$ cat src/rtl/seq_pkg.sv
// Shared defaults, FSM state encoding and error-bit positions for the result-sequence store.
package seq_pkg;

   localparam int DEPTH_DEF = 10;
   localparam int WIDTH_DEF = 32;
   localparam int IDX_W_DEF = 4;

   typedef enum logic [1:0] {
      ST_EMPTY = 2'd0,
      ST_FILL  = 2'd1,
      ST_FULL  = 2'd2
   } state_t;

   localparam int ERR_FSM = 0;
   localparam int ERR_OVF = 1;

endpackage

$ cat src/rtl/seq_store_ctrl_if.sv
// Write channel from the conversion FSM plus display-side status of the sequence store.
interface seq_store_ctrl_if
   import seq_pkg::*;
#(
   parameter int WIDTH = WIDTH_DEF,
   parameter int IDX_W = IDX_W_DEF
);
   logic             wr_valid;
   logic             wr_err;
   logic [WIDTH-1:0] wr_data;
   logic [WIDTH-1:0] rd_data;
   logic [IDX_W-1:0] rd_idx;
   logic [IDX_W-1:0] count;
   logic             full;
   logic [1:0]       err_code;

   modport master (
      output wr_valid, wr_err, wr_data,
      input  rd_data, rd_idx, count, full, err_code
   );

   modport slave (
      input  wr_valid, wr_err, wr_data,
      output rd_data, rd_idx, count, full, err_code
   );
endinterface

$ cat src/rtl/seq_mem.sv
// DEPTH x WIDTH register file: one synchronous write port, one asynchronous read port.
// Latency: write visible on the read port the cycle after we; no backpressure.
module seq_mem
   import seq_pkg::*;
#(
   parameter int DEPTH = DEPTH_DEF,
   parameter int WIDTH = WIDTH_DEF,
   parameter int IDX_W = IDX_W_DEF
) (
   input  logic             clk,
   input  logic             we,
   input  logic [IDX_W-1:0] waddr,
   input  logic [WIDTH-1:0] wdata,
   input  logic [IDX_W-1:0] raddr,
   output logic [WIDTH-1:0] rdata
);
   // Contents are deliberately left unreset; the controller masks reads while empty.
   logic [WIDTH-1:0] mem [DEPTH];

   always_ff @(posedge clk) begin
      if (we) begin
         mem[waddr] <= wdata;
      end
   end

   assign rdata = mem[raddr];
endmodule

$ cat src/rtl/seq_store_ctrl.sv
// Result-sequence store controller: write pointer, fill count, display pointer, sticky errors.
// Latency: write/nxt take effect next cycle, rd_data is combinational; writes while full are dropped.
module seq_store_ctrl
   import seq_pkg::*;
#(
   parameter int DEPTH = DEPTH_DEF,
   parameter int WIDTH = WIDTH_DEF,
   parameter int IDX_W = IDX_W_DEF
) (
   input  logic            clk,
   input  logic            reset,
   input  logic            clear,
   input  logic            nxt,
   seq_store_ctrl_if.slave bus
);
   localparam logic [IDX_W-1:0] ONE      = IDX_W'(1);
   localparam logic [IDX_W-1:0] LAST_IDX = IDX_W'(DEPTH - 1);

   state_t           state_q, state_d;
   logic [IDX_W-1:0] wr_ptr_q, wr_ptr_d;
   logic [IDX_W-1:0] rd_idx_q, rd_idx_d;
   logic [IDX_W-1:0] count_q, count_d;
   logic [1:0]       err_q, err_d;
   logic             is_full, is_empty, mem_we;
   logic [WIDTH-1:0] mem_rdata;

   always_ff @(posedge clk) begin
      if (reset) begin
         state_q  <= ST_EMPTY;
         wr_ptr_q <= '0;
         rd_idx_q <= '0;
         count_q  <= '0;
         err_q    <= 2'b00;
      end else begin
         state_q  <= state_d;
         wr_ptr_q <= wr_ptr_d;
         rd_idx_q <= rd_idx_d;
         count_q  <= count_d;
         err_q    <= err_d;
      end
   end

   always_comb begin
      state_d = state_q;
      if (clear) begin
         state_d = ST_EMPTY;
      end else begin
         case (state_q)
            ST_EMPTY: if (mem_we) state_d = (DEPTH == 1) ? ST_FULL : ST_FILL;
            ST_FILL:  if (mem_we && count_q == LAST_IDX) state_d = ST_FULL;
            ST_FULL:  state_d = ST_FULL;
            default:  state_d = ST_EMPTY;
         endcase
      end
   end

   always_comb begin
      is_full  = (state_q == ST_FULL);
      is_empty = (state_q == ST_EMPTY);
      mem_we   = bus.wr_valid && !bus.wr_err && !is_full && !clear;
   end

   // The nxt wrap decision uses the pre-write count so a same-cycle write cannot extend the walk.
   always_comb begin
      wr_ptr_d = wr_ptr_q;
      rd_idx_d = rd_idx_q;
      count_d  = count_q;
      err_d    = err_q;
      if (clear) begin
         wr_ptr_d = '0;
         rd_idx_d = '0;
         count_d  = '0;
         err_d    = 2'b00;
      end else begin
         if (mem_we) begin
            wr_ptr_d = wr_ptr_q + ONE;
            count_d  = count_q + ONE;
         end
         if (bus.wr_valid && bus.wr_err) begin
            err_d[ERR_FSM] = 1'b1;
         end
         if (bus.wr_valid && !bus.wr_err && is_full) begin
            err_d[ERR_OVF] = 1'b1;
         end
         if (nxt && !is_empty) begin
            rd_idx_d = (rd_idx_q == count_q - ONE) ? '0 : rd_idx_q + ONE;
         end
      end
   end

   seq_mem #(
      .DEPTH (DEPTH),
      .WIDTH (WIDTH),
      .IDX_W (IDX_W)
   ) u_mem (
      .clk   (clk),
      .we    (mem_we),
      .waddr (wr_ptr_q),
      .wdata (bus.wr_data),
      .raddr (rd_idx_q),
      .rdata (mem_rdata)
   );

   assign bus.rd_data  = (count_q != '0) ? mem_rdata : '0;
   assign bus.rd_idx   = rd_idx_q;
   assign bus.count    = count_q;
   assign bus.full     = is_full;
   assign bus.err_code = err_q;
endmodule
$ cat src/flat_wrapper.sv
// flat-port wrapper written by rule: the top's interface ports become plain ports
module seq_store_ctrl_flat import seq_pkg::*;
#(
   parameter int DEPTH = DEPTH_DEF,
   parameter int WIDTH = WIDTH_DEF,
   parameter int IDX_W = IDX_W_DEF
)
  (clk, reset, clear, nxt, bus_wr_valid, bus_wr_err, bus_wr_data, bus_rd_data, bus_rd_idx, bus_count, bus_full, bus_err_code);
  seq_store_ctrl_if #(.WIDTH(WIDTH), .IDX_W(IDX_W)) bus_i ();
  input  logic clk;
  input  logic reset;
  input  logic clear;
  input  logic nxt;
  input wire logic [$bits(bus_i.wr_valid)-1:0] bus_wr_valid;
  input wire logic [$bits(bus_i.wr_err)-1:0] bus_wr_err;
  input wire logic [$bits(bus_i.wr_data)-1:0] bus_wr_data;
  output wire logic [$bits(bus_i.rd_data)-1:0] bus_rd_data;
  output wire logic [$bits(bus_i.rd_idx)-1:0] bus_rd_idx;
  output wire logic [$bits(bus_i.count)-1:0] bus_count;
  output wire logic [$bits(bus_i.full)-1:0] bus_full;
  output wire logic [$bits(bus_i.err_code)-1:0] bus_err_code;
  assign bus_i.wr_valid = bus_wr_valid;
  assign bus_i.wr_err = bus_wr_err;
  assign bus_i.wr_data = bus_wr_data;
  assign bus_rd_data = bus_i.rd_data;
  assign bus_rd_idx = bus_i.rd_idx;
  assign bus_count = bus_i.count;
  assign bus_full = bus_i.full;
  assign bus_err_code = bus_i.err_code;
  seq_store_ctrl #(.DEPTH(DEPTH), .WIDTH(WIDTH), .IDX_W(IDX_W)) u_core (.clk(clk), .reset(reset), .clear(clear), .nxt(nxt), .bus(bus_i));
endmodule
$ cat config.mk
export PLATFORM = sky130hd
export DESIGN_NAME = seq_store_ctrl_flat
export DESIGN_NICKNAME = d
export VERILOG_FILES = /design/src/rtl/seq_pkg.sv /design/src/rtl/seq_store_ctrl_if.sv /design/src/rtl/seq_mem.sv /design/src/rtl/seq_store_ctrl.sv /design/src/flat_wrapper.sv
export SDC_FILE = /design/constraint.sdc
export NUM_CORES = 1
export LEC_CHECK = 0
export CORE_MARGIN = 5
export CORE_UTILIZATION = 30
export DETAILED_ROUTE_END_ITERATION = 6
export PLACE_DENSITY = 0.44
export SYNTH_ARGS = -nofsm -noshare
export SYNTH_HDL_FRONTEND = slang
export SYNTH_HIERARCHICAL = 1
export SYNTH_SLANG_ARGS = --single-unit
$ cat constraint.sdc
create_clock -name clk -period 14.4 [get_ports clk]
set_input_delay 2.88 -clock clk [delete_from_list [all_inputs] [get_ports clk]]
set_output_delay 2.88 -clock clk [all_outputs]
set_load 0.02 [all_outputs]
==> results.md <==
- Initial DRC Count: 324
- Vias/cell: between 4 and 5
- Clock root buffer master: clkbuf_16
- DP HPWL: roughly 17 mm
- Mean Syn Cell Area: 17.3 µm²
- Die H: between 200 and 250 µm
- Largest net degree at the start of global routing: 73
- Setup bufs post-CTS: 0
- Startpoint types: flip-flop
- Core Area: between 0.04 and 0.05 mm²
- Xor/xnor share of the synthesized area: less than 1%
- Status: complete, no violations
- Total GRT Usage: around an eighth
- Commonest non-fill, non-tap cell in the layout: edfxtp_1
- Rows: slightly below 80
- # setup viols final: 0
- Compound-gate portion of the synthesized area: under 10%
- WS Path Type: reg2out
- First-pass GRT wire length: 48.5 mm
- DIE WIDTH: around 220 µm
- Area delta synth->final: 19.4%
- Combinational family with the most area after synthesis: multiplexers
- Max_slew headroom: between 20% and 30%
- GRT Residual Overflow: 0
- Critical path peak fanout: just over 70
- Total Wirelength: ~32 mm
- Port-buffer cells: 80
- Total of warnings raised by yosys: 6
- Max-cap viol count: 0
- Residual DRC: 0
- Maximum VDD drop: 0.0000600 V
- Post-Syn Area: about 0.014 mm²
- Max frequency: approximately 150 MHz
- RD Place Congestion: 0.657
- Worst Path Required: ~12 ns
- Total die area: 0.0501 mm²
- Post-synthesis mux area share: about an eighth
- Fin. Hold Viols: 0
- Antenna violations before repair: 1
- P_leak: between 4 and 5 nW
- Worst-Margin Slew: approximately 1.1 ns
- Number of global-route vias before repair: 7413
- Share of cells above drive strength 1: a little under a quarter
- I/O pin count: roughly 80
- Final nets: 930
- Final Instance Area: about 0.016 mm²
- Fin Setup TNS: 0 ns
- Power Dens Cells: 123 mW/mm²
- Tcrit/Tclk final: between 40 and 50%
- Fillers: 4316
- Seq cells post-synth: 336
- Synth cell types: 39
- Most frequent cells in the layout: 320 x edfxtp_1, 90 x mux2_2, 80 x clkdlybuf4s50_1, 67 x mux2i_1, 39 x nand2_1
- CTS H-Tree Depth: 2
- Clk Latency, worst-skew pair: about 0.53 ns
- Arr. time, crit path: 3.84 ns
- RSZ-0062 raised after global routing: false
- Hold_ws: a little under 0.5 ns
- Final Max Tran Viols: 0
- Post-synthesis sequential area ratio: roughly 72%
- Routed Antenna Nets: 0
- Setup Skew: approximately 0.025 ns
- Clock-pin slew on the worst setup and hold paths: 0.05 ns
- Hold Buf Count CTS: 0
- Cells after synthesis: 791
- CTS tree: done
- Worst Slack Setup Final: approximately 7.7 ns
- Place WS: 8.10 ns
- Drt pass-1 iters: 4
- Post-DP Area: roughly 0.015 mm²
- Initial core utilization: between 30% and 40%
- Synth Net Count: roughly 840
- Worst hold path type: reg2reg
- TritonCTS Buffers: 37
- Worst setup EP type: output port
- Adder-Cell Fraction of Synth Area: 0.730%
- CTS Sinks: about 340
- Clock Path Buffers: 3
- Cts repair resizes: 0
- Via count: between 6000 and 7000
- Shortest period the worst path allows: 6.72 ns
- Avg WL per Cell: 21.2 µm
- Simple-gate portion of the synthesized area: under 10%
[logic make-up after synthesis]
group,Yosys count
AOI/OAI and AO/OA,103
xor gates and xnor gates,15
and+or+nand+nor,116
buffers and inverters,50
adders and majority gates,8
muxes,163
DFF,336
[worst paths after layout]
path	start	to	slack, ns	cells past startpoint
max	u_core/bus.rd_idx[0]$_SDFFE_PP0P_	bus_rd_data[9]	7.68	6
max reg2reg	u_core/state_q[0]$_SDFFE_PP0P_	u_core/u_mem/mem[4][2]$_DFFE_PP_	10.93	6
min reg2reg	u_core/bus.err_code[1]$_SDFFE_PP0P_	u_core/bus.err_code[1]$_SDFFE_PP0P_	0.48	2
min	u_core/bus.err_code[1]$_SDFFE_PP0P_	u_core/bus.err_code[1]$_SDFFE_PP0P_	0.48	2
[worst max-delay path, cell delays in order, from the launching register on]
cell and delay, ns:
dfxtp_4 0.74, buf_4 0.99, mux2_2 0.32, o22ai_1 0.08, o31ai_2 0.33, nor2b_1 0.21
clkdlybuf4s50_1 0.63
[sequential cells by signal (all words and copies together), names as in the netlist]
name	flops
u_core/u_mem/mem	320
u_core/bus.count	4
u_core/bus.rd_idx	4
u_core/wr_ptr_q	4
u_core/bus.err_code	2
u_core/state_q	2
[cell usage after synthesis]
cell type	n	share of area [%]
a211oi_1	1	0.055
a21oi_1	3	0.11
a22o_1	32	2.0
a31oi_1	1	0.046
and3b_1	1	0.064
buf_1	1	0.027
buf_2	10	0.36
buf_4	2	0.11
buf_6	6	0.49
buf_8	2	0.22
clkbuf_1	23	0.63
dfxtp_1	16	2.3
edfxtp_1	320	70
ha_1	8	0.73
inv_1	6	0.16
mux2_1	6	0.49
mux2_2	90	7.4
mux2i_1	67	4.9
nand2_1	39	1.1
nand2b_1	3	0.14
nand3_1	1	0.036
nand3b_1	2	0.11
nand4_1	3	0.14
nor2_1	18	0.49
nor2_2	2	0.091
nor2b_1	34	1.6
nor3_1	8	0.29
nor3_2	1	0.073
nor3b_2	1	0.091
nor4b_4	1	0.17
o21ai_0	1	0.036
o21ai_2	1	0.064
o22ai_1	32	1.5
o31ai_1	1	0.055
o31ai_2	31	2.8
or2_2	1	0.046
or3b_2	1	0.064
xnor2_1	7	0.45
xor2_1	8	0.51
[layer usage]
layer | track usage (%) | up-vias | share of wire, %
li1 | - | 3274 | -
met1 | 17.0 | 3586 | 46
met2 | 21.7 | 90 | 49
met3 | 2.14 | 46 | 3.2
met4 | 3.40 | 0 | 2.0
met5 | 0 | - | 0
[metrics by stage]
stage | instances | util [%] | total power [mW]
after floorplan | 791 | - | 1.11
after global placement | 1445 | 33.7 | 1.14
after detailed placement | 1445 | 33.7 | 1.14
after CTS | 1511 | 36.2 | 2.04
after global routing | 1511 | 36.2 | 2.08
final | 1512 | 36.2 | 2.01
[final cells by class]
type                            instances  area, µm²  share of cell area (%)
Clock inverter                         16        134                   0.817
Multi-Input combinational cell        405       3600                    22.0
Tap cell                              600        751                    4.58
Timing Repair Buffer                   98        936                    5.71
Inverter                                6       22.5                   0.138
Sequential cell                       336       9940                    60.7
Antenna cell                            1       2.50                  0.0153
Clock buffer                           50        996                    6.08
[power by group]
part           switching (mW)  total (mW)  internal (mW)
logic                  0.0263      0.0474         0.0211
clock network           0.365       0.886          0.521
registers             0.00145        1.07           1.07
total                   0.393        2.01           1.61
(Power assumes the default switching activity.)
==> patch 1 (config.mk and constraints unchanged) <==
`WIDTH_DEF`: 32 -> 64.
--- a/src/rtl/seq_pkg.sv
+++ b/src/rtl/seq_pkg.sv
@@ -4,3 +4,3 @@
    localparam int DEPTH_DEF = 10;
-   localparam int WIDTH_DEF = 32;
+   localparam int WIDTH_DEF = 64;
    localparam int IDX_W_DEF = 4;
Interface: changed (resized bus_rd_data and bus_wr_data); port bits go from 81 to 145. No check against the original RTL was run, so the function may have changed too.
==> patch 1 against the original RTL <==
- worst setup slack lost 1.4 ns
- maximum frequency shrank 17%
- cell area grew 92%
- synthesized cell count grew 86%
- critical endpoint is now bus_rd_data[48]
- highest routed layer is now met5
- area after synthesis grew 94%
- sequential cell count grew 320
- combinational power grew 85%
- clock power grew 93%
- routed wire length grew 110%
- power grew 94%
- global-route usage grew 1.2 points
- sequential share of layout area grew 1.5 points
==> patch 1: results (changes against the original RTL) <==
CTS
  • Clock Latency Late Sink: 0.61 ns (+0.08 ns)
  • H-Tree Depth: 3 (+1)
  • Cts bufs inserted: 74 (+100%)
  • CTS max path bufs: 3 (unchanged)
  • Clock transition at the registers of the reported paths: ~0.060 ns
  • Setup Buffers After CTS: 0 (unchanged)
  • Clock root buffer: clkbuf_16
  • Cts repair resizes: 0 (unchanged)

Setup path
  • Delay of the slowest cell on the worst path: 0.98 ns
  • CP max FO: 152 (+110%)
  • Worst path top cell family by delay: buffers and inverters
  • CP max-delay cell: buf_4
  • Crit path DAT: 5.23 ns (+1.39 ns)

Finish
  • FILL cells: 8361 (+94%)
  • Reg with most FFs: u_core/u_mem/mem
  • Final nets: 1717 (+85%)
  • Fin area: 31400 um2 (+92%)
  • Share of cells above drive strength 1: 23.5% (+0.47 points)
  • Max FFs per register: 640 (+100%)

Place
  • Gpl congestion: 0.676 (+2.9%)
  • Placed Cells: 2728 (+89%)
  • Post-Place Setup Slack: 6.88 ns (-1.22 ns)
  • Placed cell areas: 29300 um2 (+92%)
  • Dpl hpwl: 34400 um (+100%)
  • PortBufs: 144 (+80%)

Synthesis
  • Post-synthesis sequential area ratio: 73.6% (+1.2 points)
  • Yosys cell types: 37 (-5.1%)
  • EDFF count, synth: 640 (+100%)
  • Synthesized Nets: 1551 (+85%)
  • Synthesized netlist cell count: 1473 (+86%)
  • Commonest cells post-synth: 640 x edfxtp_1, 192 x mux2_2, 131 x mux2i_1
  • Async S/R FF share, synth: 0% (unchanged)
  • Synth warn: 6 (unchanged)
  • Synth area leaders: edfxtp_1 72%, mux2_2 8.1%, mux2i_1 4.9%

Min path
  • Worst hold path type: reg2reg

Routing
  • Routed Wire Length: 66400 um (+110%)
  • Vias per std cell: 4.72 (+2.0%)
  • Initial DRC count: 694 (+110%)
  • Drt first pass iters: 4 (unchanged)
  • Via count: 13500 (+93%)

Timing
  • Setup Skew: 0.0145 ns (-0.0106 ns)
  • Relative slew margins: 26.4% (+1.6 points)
  • Slew Limit Fails: 0 (unchanged)

Global routing
  • First-pass GRT wire length: 97900 um (+100%)
  • Gr usage total: 13.9% (+1.2 points)
  • Initial antenna violation count: 11 (+10)
  • Vias in the first global route: 14500 (+96%)
  • Largest net degree at the start of global routing: 153 (+110%)

Run status
  • Status: finished clean

Power and ir drop
  • Worst vdd ir: 0.0000677 V (+13%)
  • Leakage: 9.46 nW (+90%)
-- patch 1: logic make-up after synthesis --
| family | synth area share (%) |
|---|---|
| compound gates | 6.78 |
| mux | 13.1 |
| flops | 73.6 |
| simple gates | 3.47 |
| fa+ha+maj | 0.377 |
| buf+inv | 2.24 |
| xor+xnor | 0.495 |
-- patch 1: layer usage --
layer	share of wire (%)	global-route usage, %	routed length, um	vias up
met5	0.11	0	71	-
met4	2.1	4.27	1420	10
met3	4.4	2.98	2900	93
met2	49	23.7	32800	255
met1	44	17.9	29200	7000
li1	-	-	-	6157
-- patch 1: layout make-up --
type,instances,area share [%]
Clock inverter,31,0.748
Sequential cell,656,62.2
Inverter,6,0.0716
Antenna cell,6,0.0477
Clock buffer,98,6.18
Timing Repair Buffer,176,5.39
Multi-Input combinational cell,725,20.8
Tap cell,1165,4.64
-- patch 1: path summary, 6_finish.rpt --
path	startpoint	to	slack, ns	cells past startpoint
hold / removal	u_core/bus.err_code[0]$_SDFFE_PP0P_	u_core/bus.err_code[0]$_SDFFE_PP0P_	0.46	2
setup / recovery	u_core/bus.rd_idx[0]$_SDFFE_PP0P_	bus_rd_data[48]	6.29	7
hold reg to reg	u_core/bus.err_code[0]$_SDFFE_PP0P_	u_core/bus.err_code[0]$_SDFFE_PP0P_	0.46	2
setup reg to reg	u_core/state_q[0]$_SDFFE_PP0P_	u_core/u_mem/mem[4][45]$_DFFE_PP_	10.22	7
-- patch 1: report_power, final --
| part | switching [mW] | total (mW) | internal (mW) |
|---|---|---|---|
| Clock | 0.726 | 1.71 | 0.984 |
| Combinational | 0.0491 | 0.0879 | 0.0388 |
| Sequential | 0.00219 | 2.10 | 2.10 |
| Total | 0.777 | 3.90 | 3.12 |
==> patch 2 (same settings) <==
Without the edit above. Make the reset (`reset`) asynchronous in one clocked block.
--- a/src/rtl/seq_store_ctrl.sv
+++ b/src/rtl/seq_store_ctrl.sv
@@ -26,3 +26,3 @@
 
-   always_ff @(posedge clk) begin
+   always_ff @(posedge clk or posedge reset) begin
       if (reset) begin
Function: differs if reset is asserted again (counterexample within 4 cycles, from zero or initial values and one cycle with reset high); with reset held inactive, the same outputs for 4 cycles.
==> patch 2 against the original RTL <==
- sequential share of layout area hardly changed
- critical path depth is 1 higher
- area after synthesis is 0.73% higher
- highest routed layer unchanged
- worst hold slack better by 0.016 ns
- sequential cell count stayed put
- largest cell class unchanged
- routed wire length is 0.63% lower
- cell count is 0.13% lower
- maximum frequency is 12% lower
- worst setup slack worse by 0.92 ns
- first-iteration DRC count is 9.0% higher
- cell area is 0.86% higher
Power is not compared: it rests on default switching activity, and its combinational part moved more than twofold at a synthesized area within 25%.
==> patch 2: results (changes against the original RTL) <==
Synthesis
  • Synth warn: 6 (unchanged)
  • Post-synthesis sequential area ratio: 72.5% (about the same)
  • Synthesized Nets: 838 (+0.12%)
  • Avg Synthesized Cell Area: 17.5 um2 (+0.73%)
  • Commonest cells post-synth: 320 x edfxtp_1, 90 x mux2_2, 68 x mux2i_1
  • Synth Flop Type: edfxtp_1
  • Yosys cell types: 36 (-7.7%)
  • Async S/R FF share, synth: 4.76% (+4.8 points)
  • Synth area leaders: edfxtp_1 70%, mux2_2 7.3%, mux2i_1 4.9%

Global routing
  • Initial antenna violation count: 0 (-1)
  • Vias in the first global route: 7297 (-1.6%)
  • Gr busiest metal: met2
  • Gr usage total: 12.6% (-0.13 points)
  • First-pass GRT wire length: 48100 um (-0.99%)
  • Met1 global-route usage: 17.3% (+0.27 points)
  • Met3 usage: 2.55% (+0.41 points)
  • Largest net degree at the start of global routing: 68 (-6.8%)
  • Met2 GRT Util: 20.4% (-1.3 points)

Power and ir drop
  • Pwr per Cell Area: approximately 140 nW/um2
  • Worst vdd ir: approximately 0.000067 V
  • P_sw: around 580 uW
  • P_comb: 351 uW
  • Sequential power: roughly 1.1 mW

Finish
  • Share of cells above drive strength 1: 22.5% (-0.52 points)
  • Antenna diodes: 0 (-1)
  • Reg with most FFs: u_core/u_mem/mem
  • FILL cells: 4333 (+0.39%)

Timing
  • Final worst-path cycle share: 53.0% (+6.4 points)
  • Setup TNS: 0 ns (unchanged)
  • Relative slew margins: 10.8% (-14 points)
  • Setup Skew: 0.0253 ns (+0.000112 ns)
  • Hold slack final: 0.497 ns (+0.0164 ns)

Place
  • PortBufs: 80 (unchanged)
  • Placed cell areas: 15300 um2 (+0.52%)
  • Dpl hpwl: 17200 um (+1.4%)
  • Post-Place Setup Slack: 7.19 ns (-0.911 ns)
  • Placed Cells: 1441 (-0.28%)
  • Gpl congestion: 0.665 (+1.2%)

CTS
  • Setup Buffers After CTS: 0 (unchanged)
  • Clock Latency Late Sink: 0.54 ns
  • H-Tree Depth: 2 (unchanged)
  • CTS max path bufs: 3 (unchanged)
  • Cts bufs inserted: 40 (+8.1%)
  • Clock root buffer: clkbuf_16

Routing
  • Via count: 7057 (+0.87%)
  • WL met1: 14800 um (+0.17%)
  • Initial DRC count: 353 (+9.0%)
  • Routed Wire Length: 31900 um (-0.63%)
  • Highest metal used: met4
  • Average routed wire per standard cell: 21.1 um (-0.50%)
  • DR WL met3: 1280 um (+26%)
  • DR WL met2: 15100 um (-3.6%)

Setup path
  • CP max FO: 66 (-8.3%)
  • R2r setup slk: 10.87 ns (-0.06 ns)
  • Crit path DAT: 4.76 ns (+0.92 ns)
  • Reg2reg path depth: 8 (+2)

Run status
  • Status: finished clean

Min path
  • Hold Path Depth: 2 (unchanged)
  • Worst hold path type: reg2reg
## patch 2: cell types whose count changed in the layout (fill, tap and decap cells not counted), sizes merged, moves of 3 or more
cell,before,now
dfrtp,0,16
xnor2,7,4
dfxtp,16,0
nor2b,34,10
clkbuf,50,53
and2b,0,25
buf,18,14
## patch 2: cell families (layout without fill, tap and decap cells)
family          Yosys count  in the layout  share of synthesized area [%]
fa+ha+maj                 9              9                          0.815
buf+inv                  51            170                           1.97
compound gates          102            102                           6.61
flops                   336            336                           72.5
xor+xnor                 13             13                          0.924
simple gates            116            116                           4.47
mux                     164            164                           12.8
## patch 2: cell type report
cell class | instances | area (um2) | area share, %
clock inverters | 16 | 145 | 0.879
repair buffers | 94 | 906 | 5.48
clock buffers | 53 | 1050 | 6.35
well taps | 600 | 751 | 4.54
multi-input cells | 404 | 3620 | 21.9
flip-flops and latches | 336 | 10000 | 60.6
inverters | 7 | 26.3 | 0.159
## patch 2: final timing paths
check	start	end
setup / recovery	u_core/bus.rd_idx[0]$_DFFE_PP0P_	bus_rd_data[21]
max in group asynchronous	reset	u_core/bus.rd_idx[3]$_DFFE_PP0P_
setup reg to reg	u_core/state_q[0]$_DFFE_PP0P_	u_core/u_mem/mem[4][13]$_DFFE_PP_
hold reg to reg	u_core/bus.err_code[0]$_DFFE_PP0P_	u_core/bus.err_code[0]$_DFFE_PP0P_
hold / removal	u_core/bus.err_code[0]$_DFFE_PP0P_	u_core/bus.err_code[0]$_DFFE_PP0P_
min in group asynchronous	reset	u_core/state_q[0]$_DFFE_PP0P_
## patch 2: worst max-delay path, cell delays in order, from the launching register on
cell and delay, ns:
dfrtp_4 0.95, buf_4 0.90, buf_4 0.74, mux2i_1 0.16, a22o_1 0.29, o31ai_2 0.28, and2b_1 0.16, clkdlybuf4s50_1 0.59
